`src/rtl/neander_pkg.sv`:
```
// Shared constants for the Neander control unit, datapath and ALU:
// opcodes, FSM state encoding, ALU select codes and the decoded instruction class.
package neander_pkg;

  localparam logic [3:0] OP_NOP = 4'h0;
  localparam logic [3:0] OP_STA = 4'h1;
  localparam logic [3:0] OP_LDA = 4'h2;
  localparam logic [3:0] OP_ADD = 4'h3;
  localparam logic [3:0] OP_OR  = 4'h4;
  localparam logic [3:0] OP_AND = 4'h5;
  localparam logic [3:0] OP_NOT = 4'h6;
  localparam logic [3:0] OP_JMP = 4'h8;
  localparam logic [3:0] OP_JN  = 4'h9;
  localparam logic [3:0] OP_JZ  = 4'hA;
  localparam logic [3:0] OP_HLT = 4'hF;

  localparam logic [3:0] S_T0   = 4'd0;
  localparam logic [3:0] S_T1   = 4'd1;
  localparam logic [3:0] S_T2   = 4'd2;
  localparam logic [3:0] S_T3   = 4'd3;
  localparam logic [3:0] S_T4   = 4'd4;
  localparam logic [3:0] S_T5   = 4'd5;
  localparam logic [3:0] S_T6   = 4'd6;
  localparam logic [3:0] S_T7   = 4'd7;
  localparam logic [3:0] S_HALT = 4'd8;

  localparam logic [2:0] ALU_ADD    = 3'd0;
  localparam logic [2:0] ALU_AND    = 3'd1;
  localparam logic [2:0] ALU_OR     = 3'd2;
  localparam logic [2:0] ALU_NOT    = 3'd3;
  localparam logic [2:0] ALU_PASS_Y = 3'd4;

  typedef struct packed {
    logic nop;
    logic sta;
    logic lda;
    logic add;
    logic lor;
    logic land;
    logic lnot;
    logic jmp;
    logic jn;
    logic jz;
    logic hlt;
  } instr_class_t;

  // Instructions that fetch an operand address and touch memory in T5..T7.
  function automatic logic is_mem_ref(input instr_class_t c);
    return c.sta | c.lda | c.add | c.lor | c.land;
  endfunction

endpackage

```
`src/rtl/neander_control_unit_if.sv`:
```
// Control-unit <-> datapath bundle: opcode/flags into the controller,
// register strobes, mux selects and ALU select out of it.
interface neander_control_unit_if #(
  parameter int OPCODE_WIDTH  = 4,
  parameter int ALU_SEL_WIDTH = 3
);
  logic [OPCODE_WIDTH-1:0]  opcode;
  logic                     flag_n;
  logic                     flag_z;
  logic                     load_rem;
  logic                     load_rdm;
  logic                     load_ri;
  logic                     load_ac;
  logic                     load_nz;
  logic                     load_pc;
  logic                     inc_pc;
  logic                     sel_addr;
  logic                     sel_rdm;
  logic                     mem_write;
  logic [ALU_SEL_WIDTH-1:0] alu_sel;
  logic                     halted;

  modport master (
    input  opcode, flag_n, flag_z,
    output load_rem, load_rdm, load_ri, load_ac, load_nz, load_pc,
           inc_pc, sel_addr, sel_rdm, mem_write, alu_sel, halted
  );

  modport slave (
    output opcode, flag_n, flag_z,
    input  load_rem, load_rdm, load_ri, load_ac, load_nz, load_pc,
           inc_pc, sel_addr, sel_rdm, mem_write, alu_sel, halted
  );
endinterface

```
`src/rtl/neander_decoder.sv`:
```
// Opcode to one-hot instruction class; unassigned opcodes decode as NOP.
module neander_decoder
  import neander_pkg::*;
#(
  parameter int OPCODE_WIDTH = 4
) (
  input  logic [OPCODE_WIDTH-1:0] opcode_i,
  output instr_class_t            cls_o
);

  always_comb begin
    cls_o = '0;
    case (opcode_i)
      OPCODE_WIDTH'(OP_STA): cls_o.sta  = 1'b1;
      OPCODE_WIDTH'(OP_LDA): cls_o.lda  = 1'b1;
      OPCODE_WIDTH'(OP_ADD): cls_o.add  = 1'b1;
      OPCODE_WIDTH'(OP_OR):  cls_o.lor  = 1'b1;
      OPCODE_WIDTH'(OP_AND): cls_o.land = 1'b1;
      OPCODE_WIDTH'(OP_NOT): cls_o.lnot = 1'b1;
      OPCODE_WIDTH'(OP_JMP): cls_o.jmp  = 1'b1;
      OPCODE_WIDTH'(OP_JN):  cls_o.jn   = 1'b1;
      OPCODE_WIDTH'(OP_JZ):  cls_o.jz   = 1'b1;
      OPCODE_WIDTH'(OP_HLT): cls_o.hlt  = 1'b1;
      default:               cls_o.nop  = 1'b1;
    endcase
  end

endmodule

```
`src/rtl/neander_control_unit.sv`:
```
// Neander instruction-sequencing FSM: fetch (T0..T2), execute (T3..T7), HALT.
//   state | meaning
//   T0    | REM <- PC
//   T1    | RDM <- mem, PC++
//   T2    | RI <- RDM
//   T3    | decode: NOT/NOP/skip finish, HLT stops, others fetch operand address
//   T4    | RDM <- mem (operand address / jump target)
//   T5    | jump: PC <- RDM; mem-ref: REM <- RDM
//   T6    | RDM <- mem (load class) or AC (STA)
//   T7    | AC/NZ update, or memory write for STA
//   HALT  | idle until reset
module neander_control_unit
  import neander_pkg::*;
#(
  parameter int OPCODE_WIDTH  = 4,
  parameter int ALU_SEL_WIDTH = 3
) (
  input logic                   clk,
  input logic                   reset,
  neander_control_unit_if.master ctrl
);

  logic [3:0]   state_q, state_d;
  instr_class_t cls;
  logic         mem_ref, jump_taken, jump_skip;

  logic ld_rem, ld_rdm, ld_ri, ld_ac, ld_nz, ld_pc;
  logic pc_inc, addr_sel, rdm_sel, wr;
  logic [2:0] alu_code;

  neander_decoder #(.OPCODE_WIDTH(OPCODE_WIDTH)) u_decoder (
    .opcode_i (ctrl.opcode),
    .cls_o    (cls)
  );

  assign mem_ref    = is_mem_ref(cls);
  assign jump_taken = cls.jmp | (cls.jn & ctrl.flag_n) | (cls.jz & ctrl.flag_z);
  assign jump_skip  = (cls.jn & ~ctrl.flag_n) | (cls.jz & ~ctrl.flag_z);

  always_comb begin
    state_d = S_T0;
    case (state_q)
      S_T0: state_d = S_T1;
      S_T1: state_d = S_T2;
      S_T2: state_d = S_T3;
      S_T3: begin
        if (cls.nop || cls.lnot)         state_d = S_T0;
        else if (cls.hlt)                state_d = S_HALT;
        else if (mem_ref || jump_taken)  state_d = S_T4;
        else                             state_d = S_T0;
      end
      S_T4:   state_d = S_T5;
      S_T5:   state_d = mem_ref ? S_T6 : S_T0;
      S_T6:   state_d = S_T7;
      S_T7:   state_d = S_T0;
      S_HALT: state_d = S_HALT;
      default: state_d = S_T0;
    endcase
  end

  always_ff @(posedge clk) begin
    if (reset) state_q <= S_T0;
    else       state_q <= state_d;
  end

  // Flags are only consulted in T3; later jump states rely on having got there.
  always_comb begin
    ld_rem   = 1'b0;
    ld_rdm   = 1'b0;
    ld_ri    = 1'b0;
    ld_ac    = 1'b0;
    ld_nz    = 1'b0;
    ld_pc    = 1'b0;
    pc_inc   = 1'b0;
    addr_sel = 1'b0;
    rdm_sel  = 1'b0;
    wr       = 1'b0;
    alu_code = ALU_ADD;
    case (state_q)
      S_T0: ld_rem = 1'b1;
      S_T1: begin
        ld_rdm = 1'b1;
        pc_inc = 1'b1;
      end
      S_T2: ld_ri = 1'b1;
      S_T3: begin
        if (cls.lnot) begin
          ld_ac    = 1'b1;
          ld_nz    = 1'b1;
          alu_code = ALU_NOT;
        end else if (mem_ref || jump_taken) begin
          ld_rem = 1'b1;
        end else if (jump_skip) begin
          pc_inc = 1'b1;
        end
      end
      S_T4: begin
        ld_rdm = 1'b1;
        pc_inc = mem_ref;
      end
      S_T5: begin
        if (mem_ref) begin
          ld_rem   = 1'b1;
          addr_sel = 1'b1;
        end else begin
          ld_pc = 1'b1;
        end
      end
      S_T6: begin
        ld_rdm  = 1'b1;
        rdm_sel = cls.sta;
      end
      S_T7: begin
        if (cls.sta) begin
          wr = 1'b1;
        end else begin
          ld_ac = 1'b1;
          ld_nz = 1'b1;
          if (cls.lda)      alu_code = ALU_PASS_Y;
          else if (cls.lor) alu_code = ALU_OR;
          else if (cls.land) alu_code = ALU_AND;
          else              alu_code = ALU_ADD;
        end
      end
      default: ;
    endcase
  end

  assign ctrl.load_rem  = ld_rem   & ~reset;
  assign ctrl.load_rdm  = ld_rdm   & ~reset;
  assign ctrl.load_ri   = ld_ri    & ~reset;
  assign ctrl.load_ac   = ld_ac    & ~reset;
  assign ctrl.load_nz   = ld_nz    & ~reset;
  assign ctrl.load_pc   = ld_pc    & ~reset;
  assign ctrl.inc_pc    = pc_inc   & ~reset;
  assign ctrl.sel_addr  = addr_sel & ~reset;
  assign ctrl.sel_rdm   = rdm_sel  & ~reset;
  assign ctrl.mem_write = wr       & ~reset;
  assign ctrl.alu_sel   = reset ? '0 : ALU_SEL_WIDTH'(alu_code);
  assign ctrl.halted    = (state_q == S_HALT) & ~reset;

endmodule

```
`src/flat_wrapper.sv`:
```
// flat-port wrapper written by rule: the top's interface ports become plain ports
module neander_control_unit_flat import neander_pkg::*;
#(
  parameter int OPCODE_WIDTH  = 4,
  parameter int ALU_SEL_WIDTH = 3
)
  (clk, reset, ctrl_opcode, ctrl_flag_n, ctrl_flag_z, ctrl_load_rem, ctrl_load_rdm, ctrl_load_ri, ctrl_load_ac, ctrl_load_nz, ctrl_load_pc, ctrl_inc_pc, ctrl_sel_addr, ctrl_sel_rdm, ctrl_mem_write, ctrl_alu_sel, ctrl_halted);
  neander_control_unit_if #(.OPCODE_WIDTH(OPCODE_WIDTH), .ALU_SEL_WIDTH(ALU_SEL_WIDTH)) ctrl_i ();
  input logic clk;
  input logic reset;
  input wire logic [$bits(ctrl_i.opcode)-1:0] ctrl_opcode;
  input wire logic [$bits(ctrl_i.flag_n)-1:0] ctrl_flag_n;
  input wire logic [$bits(ctrl_i.flag_z)-1:0] ctrl_flag_z;
  output wire logic [$bits(ctrl_i.load_rem)-1:0] ctrl_load_rem;
  output wire logic [$bits(ctrl_i.load_rdm)-1:0] ctrl_load_rdm;
  output wire logic [$bits(ctrl_i.load_ri)-1:0] ctrl_load_ri;
  output wire logic [$bits(ctrl_i.load_ac)-1:0] ctrl_load_ac;
  output wire logic [$bits(ctrl_i.load_nz)-1:0] ctrl_load_nz;
  output wire logic [$bits(ctrl_i.load_pc)-1:0] ctrl_load_pc;
  output wire logic [$bits(ctrl_i.inc_pc)-1:0] ctrl_inc_pc;
  output wire logic [$bits(ctrl_i.sel_addr)-1:0] ctrl_sel_addr;
  output wire logic [$bits(ctrl_i.sel_rdm)-1:0] ctrl_sel_rdm;
  output wire logic [$bits(ctrl_i.mem_write)-1:0] ctrl_mem_write;
  output wire logic [$bits(ctrl_i.alu_sel)-1:0] ctrl_alu_sel;
  output wire logic [$bits(ctrl_i.halted)-1:0] ctrl_halted;
  assign ctrl_i.opcode = ctrl_opcode;
  assign ctrl_i.flag_n = ctrl_flag_n;
  assign ctrl_i.flag_z = ctrl_flag_z;
  assign ctrl_load_rem = ctrl_i.load_rem;
  assign ctrl_load_rdm = ctrl_i.load_rdm;
  assign ctrl_load_ri = ctrl_i.load_ri;
  assign ctrl_load_ac = ctrl_i.load_ac;
  assign ctrl_load_nz = ctrl_i.load_nz;
  assign ctrl_load_pc = ctrl_i.load_pc;
  assign ctrl_inc_pc = ctrl_i.inc_pc;
  assign ctrl_sel_addr = ctrl_i.sel_addr;
  assign ctrl_sel_rdm = ctrl_i.sel_rdm;
  assign ctrl_mem_write = ctrl_i.mem_write;
  assign ctrl_alu_sel = ctrl_i.alu_sel;
  assign ctrl_halted = ctrl_i.halted;
  neander_control_unit #(.OPCODE_WIDTH(OPCODE_WIDTH), .ALU_SEL_WIDTH(ALU_SEL_WIDTH)) u_core (.clk(clk), .reset(reset), .ctrl(ctrl_i));
endmodule
```
`config.mk`:
```
export PLATFORM = sky130hd
export DESIGN_NAME = neander_control_unit_flat
export DESIGN_NICKNAME = d
export VERILOG_FILES = /design/src/rtl/neander_pkg.sv /design/src/rtl/neander_control_unit_if.sv /design/src/rtl/neander_decoder.sv /design/src/rtl/neander_control_unit.sv /design/src/flat_wrapper.sv
export SDC_FILE = /design/constraint.sdc
export NUM_CORES = 1
export LEC_CHECK = 0
export BUFFER_PORTS_ARGS = -buffer_cell sky130_fd_sc_hd__buf_2
export CAP_MARGIN = 40
export CORE_AREA = 2 2 39 41
export CTS_BUF_LIST = sky130_fd_sc_hd__clkbuf_8
export CTS_CLUSTER_SIZE = 24
export DETAILED_ROUTE_END_ITERATION = 10
export DIE_AREA = 0 0 41 43
export PLACE_DENSITY = 0.76
export SLEW_MARGIN = 30
export SYNTH_ARGS = -nofsm -noshare
export SYNTH_HDL_FRONTEND = slang
export SYNTH_SLANG_ARGS = --single-unit
```
`constraint.sdc`:
```
create_clock -name clk -period 4 [get_ports clk]
set_input_delay 0.8 -clock clk [delete_from_list [all_inputs] [get_ports clk]]
set_output_delay 0.8 -clock clk [all_outputs]
set_load 0.005 [all_outputs]
```
* After elaboration in Yosys (flattened, before gate mapping)
Cells that the tools add are included.
** Storage, ports and cells
- Register bits after elaboration :: 4
- Latch bits :: 0
- Memory bits (writable) :: 0
- Memory bits (read-only) :: 0
- Bits of input ports :: 8
- Output and inout port bits :: 14
- Logic and storage cells :: 90
- Memories kept :: 0
** Operators by class
- $add $sub $neg :: 0
- Multipliers :: 0
- Divide/modulo/power cells :: 0
- Order comparisons :: 0
- Equal/unequal tests :: 18
- Shifts and indexed selects :: 0
- Muxes and demuxes :: 42
- Bitwise gates (word level) :: 24
- Reduce and logical (&&, ||, !) cells :: 5
** Operators by type and width (count)
- one-hot mux 4 bit (8 select lines) :: 1
- == test 4 x 3 -> 1 bit, second input constant :: 7
- 2-to-1 mux 1 bit :: 28
- == test 4 bit, second input constant :: 5
- 2-to-1 mux 3 bit :: 6
- == test 4 x 2 -> 1 bit, second input constant :: 4
- bitwise AND 1 bit :: 14
- OR reduction 10 bit :: 1
- == test 4 x 1 -> 1 bit, second input constant :: 2
- 2-to-1 mux 4 bit :: 2
- bitwise OR 1 bit :: 7
- one-hot mux 1 bit (3 select lines) :: 2
- one-hot mux 3 bit (2 select lines) :: 1
- logical NOT 4 bit :: 1
- inverter 1 bit :: 3
- OR reduction 3 bit :: 1
- logical OR 1 bit :: 2
- 2-to-1 mux 2 bit :: 1
- one-hot mux 1 bit (2 select lines) :: 1

* Logic depth before layout (Yosys ltp)
Gate-level depths: netlist of the first run.
- Word-level depth :: 11
- Depth in mapped cells :: 6
- Depth with buffers taken out :: 4

* Hierarchy
From an unflattened synthesis of the first run, not the netlist that was laid out.
** Second synthesis, totals
- Cell total of the unflattened synthesis :: 95
- Area, all modules :: 603.1 sq um
** By module, submodules not included
- neander_control_unit :: instances 1, cells each 74, area each 486.7 sq um, seq. area each 80.1 sq um
- neander_decoder :: instances 1, cells each 21, area each 116.4 sq um, seq. area each 0.0 sq um

* Least setup slack after synthesis of the first run
Ideal clock, no wire load.
- Kind :: input port to output port
- Start point :: in reset
- End point :: out ctrl_load_nz
- Arrival :: 1904 ps
- Required time :: 3200 ps
- Path slack :: 1296 ps
- Stages on the path :: 6
- Buffers on the path :: 2
- Cell sequence :: clkbuf_1 > or3b_1 > or2_1 > a21oi_1 > a21o_1 > buf_4
** Between the ends
- Word-level cells in the longest chain between the ends :: 2
** RTL lines
- from (decl) :: line flat_wrapper.sv:10 : input logic reset;
- inverter 1 bit
- bitwise AND 1 bit
- to (decl) :: line flat_wrapper.sv:18 : output wire logic [$bits(ctrl_i.load_nz)-1:0] ctrl_load_nz;
No other way between the ends.

* Worst setup path after layout of the first run
- Start point :: in ctrl_opcode[2]
- End point :: out ctrl_load_rem
** Between the ends
- Word-level cells in the longest chain between the ends :: 11
** RTL lines
- from (decl) :: line flat_wrapper.sv:11 : input wire logic [$bits(ctrl_i.opcode)-1:0] ctrl_opcode;
- == test 4 x 1 -> 1 bit or == test 4 x 2 -> 1 bit (tied branches) :: line neander_decoder.sv:13 : case (opcode_i)
- 2-to-1 mux 1 bit :: line neander_decoder.sv:13
- bitwise OR 1 bit (4 in series) :: line neander_pkg.sv:49 : return c.sta | c.lda | c.add | c.lor | c.land;
- logical OR 1 bit :: line neander_control_unit.sv:91 : end else if (mem_ref || jump_taken) begin
- 2-to-1 mux 1 bit :: line neander_control_unit.sv:91
- 2-to-1 mux 1 bit :: line neander_control_unit.sv:87 : if (cls.lnot) begin
- one-hot mux 1 bit (3 select lines) (*) :: line neander_control_unit.sv:79 : case (state_q)
- bitwise AND 1 bit (*) :: line neander_control_unit.sv:129 : assign ctrl.load_rem = ld_rem & ~reset;
- to (decl) :: line flat_wrapper.sv:14 : output wire logic [$bits(ctrl_i.load_rem)-1:0] ctrl_load_rem;
Every way passes the cells marked *; elsewhere a longest branch is shown, timed or not.

==> metrics.md, run 1 <==
| Metric | Value |
|---|---|
| Outcome | finished, final reports clean |
| Post-synth EDFFs | 0 |
| Largest regs | u_core.state_q x4 |
| Seq cells post-synth | 4 |
| Initial antenna violation count | 0 |
| Syn avg cell area | 6.51 um^2 |
| Max Clk Rate | 349 MHz |
| RSZ-0062 raised after global routing | no |
| Post-CTS setup buffer count | 0 |
| Nature of the critical path startpoint | input port |
| Leak | 0.000287 uW |
| Worst flop-to-flop path endpoint | u_core.state_q[2] |
| CTS resizes | 0 |
| Row Count | 14 |
| Inserted Diodes | 0 |
| Starting density of the core | 36.7% |
| Num CTS Buffers | 3 |
| Tmin final | 2.86 ns |
| Period utilization | 71.6% |
| Reg area | 80.1 um^2 |
| Post-detail-place hpwl | 982 um |
| CP arrival | 2.06 ns |
| Critical path class | in -> out |
| Layout Skew | 0.00496 ns |
| I/O Buffers | 21 |
| Min-Delay Path Class | reg -> reg |
| Post-place setup slack | 1.14 ns |
| Critical path's slowest cell | or4_1 |
| Area post-placement | 581 um^2 |
| Post-synth net total | 86 |
| Critical path cell sequence | buf_2 -> and2_4 -> or4_1 -> a221o_1 -> a31oi_1 -> buf_2 |
| DIE HEIGHT | 43 um |
| Layout area overhead | 22.4% |
| Final setup TNS | 0 ns |
| Die ar. | 0.00176 mm^2 |
| Combined area of all synthesized cells | 508 um^2 |
| Layout cells sized above 1 | 27.7% |
| Vias post-DR | 603 |
| Synth unique cells | 34 |
| Global-route wire length before repair | 2150 um |
| Hold path endpoint | u_core.state_q[0] |
| Residual DRC | 0 |
| Pwr dens | 267 mW/mm^2 |
| IO Pins | 22 |
| Largest net degree at the start of global routing | 13 |
| Total grt overflow | 0 |
| Mapped Cells | 78 |
| Clock Path Buffers | 2 |
| Core area | 0.00138 mm^2 |
| Delay-heaviest family, CP | simple AND/OR/NAND/NOR gates |
| Slowest stage delay, CP | 0.39 ns |
| Clock sink count | 4 |
| Hold Fails Final Rpt | 0 |
| Filler cells | 155 |
| Max cap viols | 0 |
| Worst Tran Pin Value | 0.431 ns |
| Largest register by flop count | u_core.state_q |
| Critical-path maximum fanout | 8 |
| Number of flip-flops under the largest register name | 4 |
| Clk slew on worst S/H paths | 0.03 ns |
| Hold_buf cts | 0 |
| Design Area, Final | 622 um^2 |
| Hold Path Depth | 1 |
| Worst Reg2Reg Path Length in Cells | 4 |
| Most used cell, CP | buf_2 |
| DRT Pass-1 Iters | 4 |
| Worst path bufs/invs | 2 |
| DR WL/cell | 11.8 um |
| Sequential area share after synthesis | 15.8% |
| H-tree lvl count | 1 |
| Vias in the first global route | 522 |
| Slew Viols, Final | 0 |
| R2R Setup Slk | 2.36 ns |
| Number of warnings issued by yosys | 0 |
| Root Buffer | clkbuf_8 |
| GP Congestion | 0.883 |
| Hold_ws | 0.618 ns |
| PnR worst setup slack | 1.14 ns |
| Final WL | 1300 um |
| Post-detailed-route count of antenna-violating nets | 0 |
| Max_slew headroom | 71.2% |
| Worst-skew pair later-pin latency | 0.22 ns |
| Power, Total | 166 uW |
| Synth async-reset ratio | 0% |
| Die W | 41 um |
| CTS tree | done |
| Worst R2R Start | u_core.state_q[0] |
| Nets | 104 |
| Area of the multi-input gates | 368 um^2 |
| Worst Setup End Kind | output pin |
| Worst Hold Launch | u_core.state_q[3] |
| Total track usage | 17.6% |
| Post-synth top flop | dfxtp_1 |
| Worst EP required | 3.20 ns |
| Worst VDD drop | 0.171 mV |
| Vias per cell | 5.48 |
| Finish-stage setup viols | 0 |
| Starting DRT DRC Count | 7 |
layer usage:
| layer | vias up | share of wire [%] | global-route usage [%] |
|---|---|---|---|
| met3 | 2 | 5.0 | 3.66 |
| met1 | 279 | 46 | 22.8 |
| li1 | 307 | - | - |
| met2 | 15 | 47 | 26.6 |
| met5 | - | 0 | 0 |
| met4 | 0 | 1.8 | 8.00 |
cells in the final DEF (no fill, tap or decap), drive strengths merged, types with 3 or more instances in the layout:
cell type,netlist,final
nor3,9,9
nand3,3,3
a21oi,4,4
nor2,13,13
clkbuf,2,3
dfxtp,4,4
nand2,7,7
buf,6,21
worst reg2reg max path: cells and delay by family (launching register included):
kind | cells | cell delay (ns)
compound gates | 2 | 0.44
flops | 1 | 0.57
simple gates | 2 | 0.56
cells by family after synthesis:
logic type,share of synthesized area (%)
DFF,15.8
buffers and inverters,11.8
AOI/OAI and AO/OA,21.4
and+or+nand+nor,51.0
layout make-up:
| class | count | area share [%] |
|---|---|---|
| tap | 16 | 3.22 |
| clock buffer | 3 | 6.64 |
| timing repair buffer | 21 | 16.9 |
| multi-input combinational | 64 | 59.2 |
| sequential | 4 | 12.9 |
| inverter | 2 | 1.21 |
stage by stage:
step,utilization [%],std cells
3_5_place_dp,42.0,107
2_1_floorplan,-,78
5_1_grt,44.9,110
4_1_cts,44.9,110
3_3_place_gp,42.0,107
6_report,44.9,110
report_power, final:
part	internal, uW	total, uW	switching (uW)
logic	14.1	32.0	17.9
registers	42.1	47.9	5.76
clock network	64.2	86.1	21.9
synth_stat cells (2+ instances only):
cell | number | area [um^2]
nor2_1 | 13 | 48.8
nor3_1 | 9 | 45.0
nand2_1 | 6 | 22.5
a21oi_1 | 4 | 20.0
dfxtp_1 | 4 | 80.1
buf_2 | 3 | 15.0
nand3_1 | 3 | 15.0
buf_6 | 2 | 22.5
clkbuf_1 | 2 | 7.51
inv_1 | 2 | 7.51
nand2b_1 | 2 | 12.5
nor2b_1 | 2 | 12.5
o21a_1 | 2 | 15.0
o21ai_0 | 2 | 10.0
o41ai_1 | 2 | 17.5
or4_1 | 2 | 15.0
how the worst max path moves through the flow:
stage,startpoint,slack [ns],cells past startpoint,end
finish,ctrl_opcode[2],1.14,6,ctrl_load_rem
detailed placement,ctrl_opcode[2],1.14,6,ctrl_load_rem
floorplan,reset,1.30,6,ctrl_load_nz
global route,ctrl_opcode[1],1.07,6,ctrl_load_rem
CTS,ctrl_opcode[2],1.14,6,ctrl_load_rem
global placement,ctrl_opcode[2],1.16,6,ctrl_load_rem
(Power assumes the default switching activity.)
==> inputs of run 2 (changes only) <==
--- a/config.mk
+++ b/config.mk
@@ -5,6 +5,7 @@
 export SDC_FILE = /design/constraint.sdc
 export NUM_CORES = 1
 export LEC_CHECK = 0
+export ABC_AREA = 1
 export BUFFER_PORTS_ARGS = -buffer_cell sky130_fd_sc_hd__buf_2
 export CAP_MARGIN = 40
 export CORE_AREA = 2 2 39 41
@@ -12,7 +13,7 @@
 export CTS_CLUSTER_SIZE = 24
 export DETAILED_ROUTE_END_ITERATION = 10
 export DIE_AREA = 0 0 41 43
-export PLACE_DENSITY = 0.76
+export PLACE_DENSITY = 0.73
 export SLEW_MARGIN = 30
 export SYNTH_ARGS = -nofsm -noshare
 export SYNTH_HDL_FRONTEND = slang
==> constraint.sdc (replaced) <==
create_clock -name clk -period 2.31 [get_ports clk]
set_input_delay 0.462 -clock clk [delete_from_list [all_inputs] [get_ports clk]]
set_output_delay 0.462 -clock clk [all_outputs]
set_load 0.005 [all_outputs]
==> run 2 against run 1 <==
Compared with the run above:
- register-to-register slack got worse by 1.2 ns
- worst setup slack got worse by 0.71 ns
- via count fell by 6.8%
- combinational power rose by 81%
- area after synthesis fell by 14%
- die area did not move
- first-iteration DRC count rose by 86%
- routed wire length fell by 13%
==> metrics.md, run 2 <==
| Metric | Value |
|---|---|
| Outcome | finished, final reports clean |
| Worst Tran Pin Value | 0.347 ns |
| CP arrival | 1.42 ns |
| Layout area overhead | 35.6% |
| Initial antenna violation count | 0 |
| Starting density of the core | 31.5% |
| Die ar. | 0.00176 mm^2 |
| Filler cells | 155 |
| Starting DRT DRC Count | 13 |
| Combined area of all synthesized cells | 435 um^2 |
| Nature of the critical path startpoint | register |
| Post-synth top flop | dfxtp_1 |
| Metal2 WL | 531 um |
| Worst R2R Start | u_core.state_q[0] |
| Seq cells post-synth | 4 |
| Layout Skew | 0.00484 ns |
| Most frequent cells in the layout | 21 x buf_2, 18 x nand2_1, 13 x nor2_1 |
| Post-CTS setup buffer count | 0 |
| Area share of the largest cell type after synthesis | 18.4% |
| Core area | 0.00138 mm^2 |
| DR WL/cell | 9.43 um |
| Total track usage | 15.4% |
| Total grt overflow | 0 |
| Vias post-DR | 562 |
| Vias per cell | 4.68 |
| Final WL | 1130 um |
| Uppermost routed layer | met4 |
| Largest regs | u_core.state_q x4 |
| Largest register by flop count | u_core.state_q |
| Critical path class | reg -> out |
| Period utilization | 81.5% |
| Global-route wire length before repair | 1840 um |
| Commonest cells post-synth | 18 x nand2_1, 13 x nor2_1, 9 x inv_1, 9 x nand3_1, 6 x a21oi_1 |
| Clock Path Buffers | 2 |
| Largest net degree at the start of global routing | 13 |
| Worst Hold Launch | u_core.state_q[3] |
| Layout cells sized above 1 | 31.7% |
| Number of warnings issued by yosys | 0 |
| Hold Fails Final Rpt | 0 |
| Worst-skew pair later-pin latency | 0.23 ns |
| CTS tree | done |
| Clock sink count | 4 |
| Pwr dens | 490 mW/mm^2 |
| Area contributors post-synth | dfxtp_1 18%, nand2_1 16%, nor2_1 11% |
| Synth unique cells | 18 |
| Num CTS Buffers | 3 |
| I/O Buffers | 21 |
| Worst VDD drop | 0.343 mV |
| Most frequent cell after synthesis | nand2_1 |
| Inserted Diodes | 0 |
| Area post-placement | 549 um^2 |
| Number of flip-flops under the largest register name | 4 |
| Die W | 41 um |
| Residual DRC | 0 |
| Worst Setup SP | u_core.state_q[0] |
| Design Area, Final | 591 um^2 |
| Row Count | 14 |
| Worst Setup End Kind | output pin |
| Syn avg cell area | 5.31 um^2 |
| Clk slew on worst S/H paths | 0.03 ns |
| Mapped Cells | 82 |
| Vias in the first global route | 481 |
| Finish-stage setup viols | 0 |
| Root Buffer | clkbuf_8 |
| Synth async-reset ratio | 0% |
| Post-synth EDFFs | 0 |
| IO Pins | 22 |
| Cell count after placement | 117 |
| Final setup TNS | 0 ns |
| Critical-path maximum fanout | 6 |
| CTS resizes | 0 |
| Routed metal-1 wire length | 500 um |
| Worst EP required | 1.85 ns |
| Max Clk Rate | 531 MHz |
| Nets | 114 |
| H-tree lvl count | 1 |
| Leak | 0.000319 uW |
| Hold_buf cts | 0 |
| Min-Delay Path Class | reg -> reg |
| Sequential area share after synthesis | 18.4% |
| Slew Viols, Final | 0 |
| GP Congestion | 0.915 |
| Max cap viols | 0 |
| Max_slew headroom | 76.7% |
| Commonest non-fill, non-tap cell in the layout | buf_2 |
| Post-detailed-route count of antenna-violating nets | 0 |
| RSZ-0062 raised after global routing | no |
| Post-detail-place hpwl | 912 um |
| Routed wl met3 | 74 um |
| Synth area leader | dfxtp_1 |
| Tmin final | 1.88 ns |
| DRT Pass-1 Iters | 4 |
| Post-synth net total | 90 |
| Non-Filler Instances | 120 |
| DIE HEIGHT | 43 um |
[run 2: changes by cell type after synthesis, moves of 3 or more]
cell     before  now
nand3_1       3    9
buf_2         3    0
inv_1         2    9
nor3_1        9    4
inv_2         0    4
nand2_1       6   18
[run 2: logic make-up (layout without fill, tap and decap cells)]
group	after synthesis	after routing	synth area share (%)
AOI/OAI and AO/OA	11	11	12.9
buffers and inverters	15	37	13.8
DFF	4	4	18.4
and+or+nand+nor	52	52	54.9
[run 2: final cells by class]
type / count / area (um^2) / area share [%]
multi-input cells: 63 / 295 / 50.0
repair buffers: 21 / 105 / 17.8
flip-flops and latches: 4 / 80.1 / 13.6
inverters: 13 / 48.8 / 8.26
clock buffers: 3 / 41.3 / 6.99
well taps: 16 / 20.0 / 3.39
[run 2: layer usage]
layer | global-route usage, % | vias up
li1 | - | 313
met1 | 18.3 | 231
met2 | 23.4 | 16
met3 | 4.71 | 2
met4 | 8.00 | 0
met5 | 0 | -
[run 2: final timing paths]
check,endpoint,slack [ns],cells past startpoint
setup / recovery,ctrl_load_nz,0.43,5
setup reg to reg,u_core.state_q[2],1.21,4
hold / removal,u_core.state_q[0],0.50,1
hold reg to reg,u_core.state_q[0],0.50,1
[run 2: worst max-delay path, cell delays in order, from the launching register on]
cell and delay (ns):
dfxtp_1 0.38, inv_2 0.09, nor3_2 0.28, nand4_1 0.17, o21ai_0 0.13, buf_2 0.15
[run 2: where the power goes]
part	internal, uW	switching, uW
clock	112	42.4
sequential	72.9	4.50
combinational	20.7	37.0
total	205	84.0
[run 2: per-stage QoR]
stage	power, uW	hold slack (ns)	util, %	setup slack (ns)
final	289	0.500	42.7	0.427
after global routing	305	0.511	42.7	0.262
after CTS	294	0.501	42.7	0.399
after detailed placement	136	0.495	39.7	0.469
after global placement	134	0.480	39.7	0.497
after floorplan	115	0.465	-	0.690
==> inputs of run 3 (changes only) <==
==> constraint.sdc (replaced) <==
create_clock -name clk -period 1.5 [get_ports clk]
set_input_delay 0.3 -clock clk [delete_from_list [all_inputs] [get_ports clk]]
set_output_delay 0.3 -clock clk [all_outputs]
set_load 0.005 [all_outputs]
==> run 3 against run 2 <==
Compared with the run above:
- the flow now finishes with violations (negative setup slack)
- via count is 18% higher
- highest routed layer is now met3
- flip-flop and latch count stayed put
- total power is 69% higher
- worst setup slack worse by 0.53 ns
- non-clock buffer count is 13 higher
- cell count is 11% higher
- critical path depth is 2 higher
- first-iteration DRC count is 7.7% lower
- sequential share of layout area is 2.3 points lower
- core utilization is 14 points higher
- global-route usage is 3.8 points higher
- clock power is 51% higher
==> metrics.md, run 3 (synthesis gave the netlist of run 2 again) <==
| Metric | Value |
|---|---|
| Die ar. | 0.00176 mm^2 |
| Clk pwr share | 47.3% |
| Finish-stage setup viols | 6 |
| Period utilization | 107% |
| Residual DRC | 0 |
| Total grt overflow | 0 |
| Largest net degree at the start of global routing | 12 |
| DRT Pass-1 Iters | 4 |
| Cell count after placement | 125 |
| Final core utilization | 56.2% |
| Switch share | 29.9% |
| Clock sink count | 4 |
| Layout cells sized above 1 | 53.8% |
| CP arrival | 1.30 ns |
| Gate power share | 28.3% |
| Post-detailed-route count of antenna-violating nets | 0 |
| Initial antenna violation count | 0 |
| Max Clk Rate | 623 MHz |
| Net Sw Power | 146 uW |
| Total track usage | 19.2% |
| Filler cells | 133 |
| DIE HEIGHT | 43 um |
| Core area | 0.00138 mm^2 |
| Reg area | 87.6 um^2 |
| Worst EP required | 1.20 ns |
| Nature of the critical path startpoint | register |
| Sequential Power Share | 24.3% |
| Row Count | 14 |
| Final WL | 1480 um |
| Global-route wire length before repair | 2370 um |
| Worst VDD drop | 0.538 mV |
| RSZ-0062 raised after global routing | yes |
| Number of flip-flops under the largest register name | 4 |
| DR WL/cell | 11.1 um |
| GP Congestion | 0.910 |
| Largest regs | u_core.state_q x4 |
| Power, Total | 490 uW |
| Worst Tran Pin Value | 0.253 ns |
| Min-Delay Path Class | in -> reg |
| Root Buffer | clkbuf_8 |
| Layout area overhead | 78.7% |
| Num CTS Buffers | 3 |
| Hold Fails Final Rpt | 0 |
| PnR worst setup slack | -0.104 ns |
| Most frequent cells in the layout | 21 x buf_2, 13 x nand2_1, 10 x nor2_1, 10 x buf_4 |
| Leak | 0.000398 uW |
| CTS tree | done |
| Critical path class | reg -> out |
| Worst-skew pair later-pin latency | 0.22 ns |
| Pwr dens | 629 mW/mm^2 |
| Hold_buf cts | 0 |
| IO Pins | 22 |
| Critical-path maximum fanout | 5 |
| Clk slew on worst S/H paths | 0.03 ns |
| Outcome | finished, violations left |
| Largest register by flop count | u_core.state_q |
| Commonest non-fill, non-tap cell in the layout | buf_2 |
| Vias post-DR | 664 |
| Slew Viols, Final | 0 |
| Inserted Diodes | 0 |
| Vias in the first global route | 570 |
| Tmin final | 1.60 ns |
| Max_slew headroom | 83.1% |
| Vias per cell | 4.99 |
| Nets | 127 |
| Layout Skew | 0.00443 ns |
| Max cap viols | 0 |
| Starting DRT DRC Count | 12 |
| Int Pwr | 343 uW |
| Post-detail-place hpwl | 957 um |
| H-tree lvl count | 1 |
| Worst Setup End Kind | output pin |
| Starting density of the core | 31.5% |
| Failing checks | negative setup slack |
| Non-Filler Instances | 133 |
| Area of the multi-input gates | 362 um^2 |
| Clock Path Buffers | 2 |
| I/O Buffers | 21 |
| Die W | 41 um |
## run 3: cell count changes in the layout (fill, tap and decap cells not counted), moves of 2 or more
cell,delta
nand2_2,+3
o21ai_0,-3
nor2_2,+3
inv_4,+2
nor3_4,+3
dfxtp_1,-4
nor3_2,-2
nand2_1,-5
buf_4,+10
o21ai_1,+2
nor2_1,-3
dfxtp_2,+3
buf_6,+3
nand2_4,+2
## run 3: metal layers
metal	track usage (%)	vias to the layer above	wire [um]
li1	-	342	-
met1	22.1	298	607
met2	34.1	24	761
met3	5.24	0	106
met4	2.00	0	0
met5	0	-	0
## run 3: final cells by class
type                            count  share of cell area, %
Clock buffer                        3                   5.31
Inverter                           13                   6.91
Multi-Input combinational cell     63                   46.5
Sequential cell                     4                   11.3
Tap cell                           16                   2.57
Timing Repair Buffer               34                   27.5
## run 3: path summary, 6_finish.rpt
| kind | from | endpoint | slack (ns) | depth (start not counted) |
|---|---|---|---|---|
| max | u_core.state_q[0] | ctrl_inc_pc | -0.10 | 7 |
| min | ctrl_opcode[2] | u_core.state_q[3] | 0.42 | 3 |
| max reg2reg | u_core.state_q[1] | u_core.state_q[1] | 0.24 | 6 |
| min reg2reg | u_core.state_q[0] | u_core.state_q[0] | 0.56 | 2 |
## run 3: critical path, stage by stage, from the launching register on
cell     delay (ns)
dfxtp_2        0.34
inv_4          0.07
buf_6          0.12
nand2_1        0.08
nor2_1         0.05
a21oi_1        0.21
a21oi_2        0.09
buf_2          0.13
## run 3: metrics by stage
stage / hold slack (ns) / cell area [um^2] / TNS [ns] / setup WS, ns
2_1_floorplan: 0.460 / 435 / 0 / 0.0974
3_3_place_gp: 0.475 / 609 / 0 / 0.0377
3_5_place_dp: 0.478 / 609 / 0 / 0.0202
4_1_cts: 0.422 / 727 / -0.508 / -0.107
5_1_grt: 0.453 / 778 / -1.24 / -0.176
6_report: 0.420 / 778 / -0.412 / -0.104
## run 3: power by group through the flow
stage	Clock, uW	Sequential [uW]	Combinational [uW]
2_1_floorplan	0	119	58.0
3_3_place_gp	0	118	107
4_1_cts	231	117	124
3_5_place_dp	0	118	108
6_report	232	119	139
5_1_grt	239	120	153
## run 3: timing repair
| item | in CTS | in global routing |
|---|---|---|
| setup buffers | 2 | 3 |
| pin swaps | 7 | 7 |
| setup endpoints to repair | 8 | 14 |
| resized for setup | 21 | 10 |
